### src/rtl/uart_tx_scheduler.sv
// Round-robin arbiter sharing one UART transmitter between NUM_REQ byte sources,
// with a tx_done watchdog that aborts stalled transfers and raises a sticky error.
module uart_tx_scheduler #(
  parameter int unsigned NUM_REQ        = 2,
  parameter int unsigned BYTE_WIDTH     = 8,
  parameter int unsigned TIMEOUT_CYCLES = 100000
) (
  input  logic                          clk,
  input  logic                          arst_n,
  input  logic [NUM_REQ-1:0]            req_valid,
  input  logic [NUM_REQ*BYTE_WIDTH-1:0] req_data,
  output logic [NUM_REQ-1:0]            req_ready,
  output logic [BYTE_WIDTH-1:0]         tx_data,
  output logic                          tx_start,
  input  logic                          tx_done,
  output logic                          busy,
  output logic [$clog2(NUM_REQ)-1:0]    grant_id,
  output logic                          err_timeout,
  input  logic                          err_clr
);
  localparam int unsigned ID_W     = $clog2(NUM_REQ);
  localparam int unsigned CNT_W    = (TIMEOUT_CYCLES == 0) ? 1 : $clog2(TIMEOUT_CYCLES + 1);
  localparam int unsigned TMO_LAST = (TIMEOUT_CYCLES == 0) ? 0 : TIMEOUT_CYCLES - 1;

  typedef enum logic [1:0] {S_IDLE, S_START, S_WAIT} state_t;

  state_t                  r_state;
  state_t                  w_state_nxt;
  logic [ID_W-1:0]         r_last;
  logic [ID_W-1:0]         r_grant;
  logic [BYTE_WIDTH-1:0]   r_tx_data;
  logic                    r_tx_start;
  logic [CNT_W-1:0]        r_cnt;
  logic                    r_err;

  logic [NUM_REQ-1:0]      w_above;
  logic [NUM_REQ-1:0]      w_cand;
  logic [ID_W-1:0]         w_win;
  logic                    w_any;
  logic [BYTE_WIDTH-1:0]   w_byte;
  logic                    w_accept;
  logic                    w_timeout;

  // Rotating priority: lowest valid index above the last grant, else lowest valid overall.
  always_comb begin
    w_above = '0;
    for (int i = 0; i < int'(NUM_REQ); i++) begin
      if (i > int'(r_last)) w_above[i] = 1'b1;
    end
    w_cand = ((req_valid & w_above) != '0) ? (req_valid & w_above) : req_valid;
    w_any  = |req_valid;
    w_win  = '0;
    for (int i = int'(NUM_REQ) - 1; i >= 0; i--) begin
      if (w_cand[i]) w_win = ID_W'(i);
    end
  end

  always_comb begin
    w_byte = '0;
    for (int i = 0; i < int'(NUM_REQ); i++) begin
      if (w_win == ID_W'(i)) w_byte = req_data[i*BYTE_WIDTH +: BYTE_WIDTH];
    end
  end

  always_comb begin
    w_state_nxt = r_state;
    w_accept    = 1'b0;
    w_timeout   = 1'b0;
    req_ready   = '0;
    case (r_state)
      S_IDLE: begin
        if (w_any && arst_n) begin
          req_ready[w_win] = 1'b1;
          w_accept         = 1'b1;
          w_state_nxt      = S_START;
        end
      end
      S_START: w_state_nxt = S_WAIT;
      S_WAIT: begin
        if (tx_done) begin
          w_state_nxt = S_IDLE;
        end else if ((TIMEOUT_CYCLES != 0) && (r_cnt == CNT_W'(TMO_LAST))) begin
          w_timeout   = 1'b1;
          w_state_nxt = S_IDLE;
        end
      end
      default: w_state_nxt = S_IDLE;
    endcase
  end

  always_ff @(posedge clk or negedge arst_n) begin
    if (!arst_n) r_state <= S_IDLE;
    else         r_state <= w_state_nxt;
  end

  // Datapath, pointer, watchdog counter and sticky error.
  always_ff @(posedge clk or negedge arst_n) begin
    if (!arst_n) begin
      r_last     <= ID_W'(NUM_REQ - 1);
      r_grant    <= '0;
      r_tx_data  <= '0;
      r_tx_start <= 1'b0;
      r_cnt      <= '0;
      r_err      <= 1'b0;
    end else begin
      r_tx_start <= w_accept;
      if (w_accept) begin
        r_tx_data <= w_byte;
        r_grant   <= w_win;
        r_last    <= w_win;
      end
      if (r_state == S_START) begin
        r_cnt <= '0;
      end else if ((r_state == S_WAIT) && (r_cnt != {CNT_W{1'b1}})) begin
        r_cnt <= r_cnt + CNT_W'(1);
      end
      if (w_timeout)    r_err <= 1'b1;
      else if (err_clr) r_err <= 1'b0;
    end
  end

  assign tx_data     = r_tx_data;
  assign tx_start    = r_tx_start;
  assign grant_id    = r_grant;
  assign err_timeout = r_err;
  assign busy        = (r_state != S_IDLE);

endmodule

### config.mk
export PLATFORM = sky130hd
export DESIGN_NAME = uart_tx_scheduler
export DESIGN_NICKNAME = d
export VERILOG_FILES = /design/src/rtl/uart_tx_scheduler.sv
export SDC_FILE = /design/constraint.sdc
export NUM_CORES = 1
export LEC_CHECK = 0
export ABC_AREA = 0
export CAP_MARGIN = 20
export CORE_MARGIN = 5
export CORE_UTILIZATION = 66
export DETAILED_ROUTE_END_ITERATION = 6
export DONT_BUFFER_PORTS = 1
export HOLD_SLACK_MARGIN = 0.03
export PLACE_DENSITY = 0.94
export SLEW_MARGIN = 25
export SYNTH_ARGS = -nofsm -noshare
export SYNTH_HDL_FRONTEND = slang
export SYNTH_SLANG_ARGS = --single-unit
### constraint.sdc
create_clock -name clk -period 4.5 [get_ports clk]
set_clock_uncertainty 0.05 [all_clocks]
set_input_delay 0.675 -clock clk [delete_from_list [all_inputs] [get_ports clk]]
set_output_delay 0.675 -clock clk [all_outputs]
set_load 0.005 [all_outputs]
Word level (Yosys, flattened, before mapping)
Index checks and enable logic that the tools add are counted.
{ "word_totals": {"register_bits": 31, "inputBits": 22, "out_inout_bits": 14, "elab_cells": 50} }
{ "op_classes": {"n_addsub": 1, "magnitude_cmp": 3, "eq_ne": 6, "n_mux": 22, "n_bitwise": 1, "n_reduce_logical": 10} }
{ "ops": {"columns": ["op", "n"], "rows": [
  ["two-way mux 17 bit", 2],
  ["adder 17 x 1 -> 17 bit (second input constant)", 1],
  ["equality test 17 bit (second input constant)", 1],
  ["!= test 17 bit (second input constant)", 1],
  ["two-way mux 2 bit", 6],
  ["two-way mux 1 bit", 11],
  ["two-way mux 8 bit", 1],
  ["nonzero test 2 bit", 4],
  ["case mux 2 bit (3 select lines)", 1],
  ["logical AND 1 bit", 3],
  ["!= test 3 bit (second input constant)", 1],
  ["AND 2 bit", 1],
  ["equality test 2 x 1 -> 1 bit (second input constant)", 1],
  ["equality test 2 bit (second input constant)", 1],
  ["zero test 2 bit", 1],
  ["< comparator 1 x 2 -> 1 bit (second input constant)", 1],
  ["!= test 2 bit (second input constant)", 1],
  ["AND reduction 2 bit", 1],
  ["OR reduction 2 bit", 1],
  ["demux 1 bit (select 1 bit)", 1],
  ["greater-or-equal comparator 1 bit (second input constant)", 1],
  ["> comparator 1 bit (first input constant)", 1]
]} }

Depth between registers and ports, before layout
{ "logic_depth": {"word_depth": 13, "ltp_mapped": 9, "depth_no_buf": 8} }

Worst setup path after synthesis
No wires, ideal clock.
{ "synth_timing": {"path_kind": "register to register", "start": "register r_cnt[0]", "end": "register r_cnt[10]", "setup_ns": 0.079, "arrival_time_ns": 2.037, "t_required_ns": 4.371, "slack_ns": 2.334, "path_stages_with_launch": 10, "n_path_buf": 1, "synth_period_minus_slack_ns": 2.166, "path_cell_list": "dfrtp_1 > ha_1 > nand2_1 > nor4_1 > ha_1 > or3b_1 > buf_6 > nor3_4 > and3_1 > mux2i_1"} }
{ "synth_via": {"elab_chain_cells": 3, "elab_cells_between_ends": 6, "classes_between": "add/sub (1); eq/ne (1); mux (2); reduce/logical (2)"} }
{ "synth_lines": {"columns": ["item", "line_no", "source"], "rows": [
  ["from (decl)", "33", "logic [CNT_W-1:0] r_cnt;"],
  ["from (signal assigned)", "115", "r_cnt <= r_cnt + CNT_W'(1);"],
  ["adder 17 x 1 -> 17 bit / != test 17 bit (equally long branches)", "115, 114", null],
  ["two-way mux 17 bit / logical AND 1 bit (equally long branches)", "114", "end else if ((r_state == S_WAIT) && (r_cnt != {CNT_W{1'b1}})) begin"],
  ["two-way mux 17 bit / nonzero test 2 bit (equally long branches)", null, null]
]} }
Parallel ways exist; a longest one is shown, timed or not. The select of a mux whose other input is x is not followed.
A chain may end at the register's enable or synchronous reset.

Worst setup path after layout
{ "layout_timing": {"start": "register r_cnt[10]", "end": "register r_cnt[11]"} }
Same word-level chain as after synthesis.

==> key figures <==
Status
  – Status: finished, final reports clean

Drt
  – DR pass1 iterations: 4
  – Vias/cell: 6.41
  – Drc violations: 0
  – Routed WL: 3010 µm
  – Total number of vias: 1,205
  – DRT antenna net count: 0
  – Wirelength per Cell: 16.0 µm
  – First DRT Iteration DRCs: 31

Worst hold path
  – Min-Delay Path Class: in2async

Worst setup path
  – Critical Path RT: 4.66 ns
  – Crit Path Class: reg2reg
  – Crit-path max FO: 10
  – Worst Path Arrival: 2.68 ns
  – CP max stage cell: nor3b_2
  – Reg-to-Reg Start: r_cnt[10]
  – Cell-by-cell trace of the critical path: and3_1, nand4_1, nor4_1, ha_1, nor3b_2, nand4_4, o211ai_1, o31ai_1
  – Crit start category: register
  – CP endpoint kind: register
  – Max incr delay on CP: 0.61 ns
  – Crit path from: r_cnt[10]

Layout
  – P&R area growth vs syn: 7.41%
  – Layout cells sized above 1: 0.0938
  – # fillers: 151
  – ANT cells: 0
  – Design area: 1650 µm²
  – Final core occ: 0.746
  – Final nets: 183

Die
  – Num ports: 36
  – Die area: 3390 µm²
  – Total core area: 2210 µm²
  – Die W: 58.3 µm
  – Height of the die: 58.3 µm
  – Row cnt: 17
  – Initial Util: 0.695

Logic synthesis
  – YS warnings: 0
  – Synth area leaders: dfrtp_1 (49%), mux2i_1 (7.8%), nand2_1 (7.3%)
  – Synth top area share: 0.489
  – Syn avg cell area: 9.91 µm²
  – Post-synth ARST share: 1.00
  – Mapped Nets: 179
  – Most used flip-flop cell after synthesis: dfrtp_1
  – Mapped Area: 1540 µm²
  – Register bit total from synthesis: 31
  – Post-synth cell types: 36
  – Synth Instances: 155
  – Synth cell count leaders: dfrtp_1 (30), nand2_1 (30), o21ai_0 (16)
  – Yosys top cell by area: dfrtp_1
  – Post-synth EDFFs: 0
  – Register area share after synthesis: 0.506

Global routing
  – Antenna violations before repair: 0
  – GRT Residual Overflow: 0
  – Vias in the first global route: 1,328
  – GRT Total Usage: 0.216
  – Largest net degree at the start of global routing: 31
  – First-pass GRT wire length: 5600 µm

Power
  – Internal power: 0.000502 W
  – Pwr Total: 0.000721 W
  – Clock power share: 0.285
  – Switching share of power: 0.305
  – Pwr/cell area: 437 nW/µm²
  – Combinational share of power: 0.187
  – Psw: 0.000220 W
  – Leak pwr: 0.794 nW
  – Register share of total power: 0.528
  – Peak supply drop: 0.316 mV

Timing
  – Final period util: 0.561
  – Setup violators final: 0
  – Setup TNS: 0 ns
  – Actual slew at the worst max-slew pin: 0.725 ns
  – Hold Violations, Final: 0
  – RSZ-0062 raised after global routing: false
  – Period minus WS final: 2.53 ns
  – Peak Freq: 396 MHz
  – Fin. max-slew vios: 0
  – Max-slew headroom: 0.515

Clock tree
  – Clock sink count: 31
  – Worst-Skew Late Latency: 0.33 ns
  – H-Tree Depth: 2
  – TritonCTS Buffers: 5
  – CTS tree: yes
  – CTS max path bufs: 2
  – CTS root buffer: clkbuf_4
  – CTS clk-pin slew, worst paths: 0.11 ns
  – Quantity of gates resized following cts: 0

Placed design
  – RePlAce Congestion: 0.864
  – Placed inst area: 1550 µm²
  – Post-detail-place hpwl: 2180 µm
  – PortBufs: 0

Job
  – MaxCap Viol Count: 0
-- layer usage --
layer	vias to the layer above	share of wire	global-route usage
li1	562	-	-
met1	574	0.40	0.265
met2	57	0.49	0.340
met3	12	0.088	0.0735
met4	0	0.023	0.103
met5	-	0	0
-- layout make-up --
class	count	area [µm²]	area share
Clock inverter	1	30.0	0.0182
Timing Repair Buffer	2	27.5	0.0167
Inverter	5	18.8	0.0114
Tap cell	28	35.0	0.0212
Sequential cell	31	777	0.471
Multi-Input combinational cell	114	717	0.434
Clock buffer	7	45.0	0.0273
-- cells by family (layout without fill, tap and decap cells) --
family	after synthesis	count (layout)	synth area share
multiplexers	12	12	0.0782
AND/OR/NAND/NOR	69	69	0.246
XOR/XNOR	2	2	0.0114
flip-flops	31	31	0.506
buffers and inverters	10	15	0.0301
adder cells (fa/ha/maj)	2	2	0.0163
AO/OA/AOI/OAI	29	29	0.112
-- power by group through the flow --
stage | combinational [W] | sequential, W | clock (W)
floorplan | 0.000110 | 0.000373 | 0
global route | 0.000161 | 0.000390 | 0.000228
CTS | 0.000136 | 0.000381 | 0.000211
global placement | 0.000119 | 0.000383 | 0
finish | 0.000135 | 0.000381 | 0.000205
detailed placement | 0.000130 | 0.000385 | 0
-- final timing paths --
check / end / slack, ns / cells past startpoint
worst max-delay path: r_cnt[11] / 1.97 / 8
worst min-delay path: r_cnt[12] / 0.1 / 1
worst max register to register: r_cnt[11] / 1.97 / 8
worst min register to register: r_last / 0.44 / 2
max in group asynchronous: r_cnt[4] / 4.12 / 1
min in group clk: r_last / 0.44 / 2
-- flip-flops by register name, summed over array words and instances (netlist names) --
register	cells
r_state	2
tx_start	1
tx_data	8
r_last	1
grant_id	1
r_cnt	17
err_timeout	1
-- what timing repair did --
item | 4_1_cts | 5_1_grt
hold buffers | 1 | 0
buffers inserted | 0 | 0
setup endpoints to repair | 0 | 0
hold endpoints to repair | 30 | 0
-- critical path: cells and delay by family (launching register included) --
family	cells	cell delay, ns
flops	1	0.44
compound gates	2	0.38
simple gates	5	1.34
fa+ha+maj	1	0.20
-- cell usage in the layout, fill, tap and decap left out, types with 2 or more instances in the layout --
| cell type | n |
|---|---|
| nand2b_1 | 2 |
| clkbuf_4 | 5 |
| o21ai_0 | 16 |
| clkbuf_1 | 2 |
| ha_1 | 2 |
| a21oi_1 | 2 |
| and2_1 | 2 |
| o211ai_1 | 4 |
| nor2_1 | 6 |
| nor4_1 | 2 |
| nand3_1 | 9 |
| inv_1 | 5 |
| nand4_1 | 3 |
| mux2i_1 | 12 |
| o31ai_1 | 4 |
| and3_1 | 4 |
| dfrtp_1 | 30 |
| nand2_1 | 30 |
-- stage by stage --
step	std cells	setup WS (ns)	hold slack (ns)
6_report	188	1.97	0.0977
5_1_grt	188	1.79	0.0879
4_1_cts	188	1.92	0.103
3_5_place_dp	179	1.92	0.330
3_3_place_gp	179	2.01	0.330
2_1_floorplan	155	2.33	0.329
No activity file was read; power rests on OpenSTA's default activity.
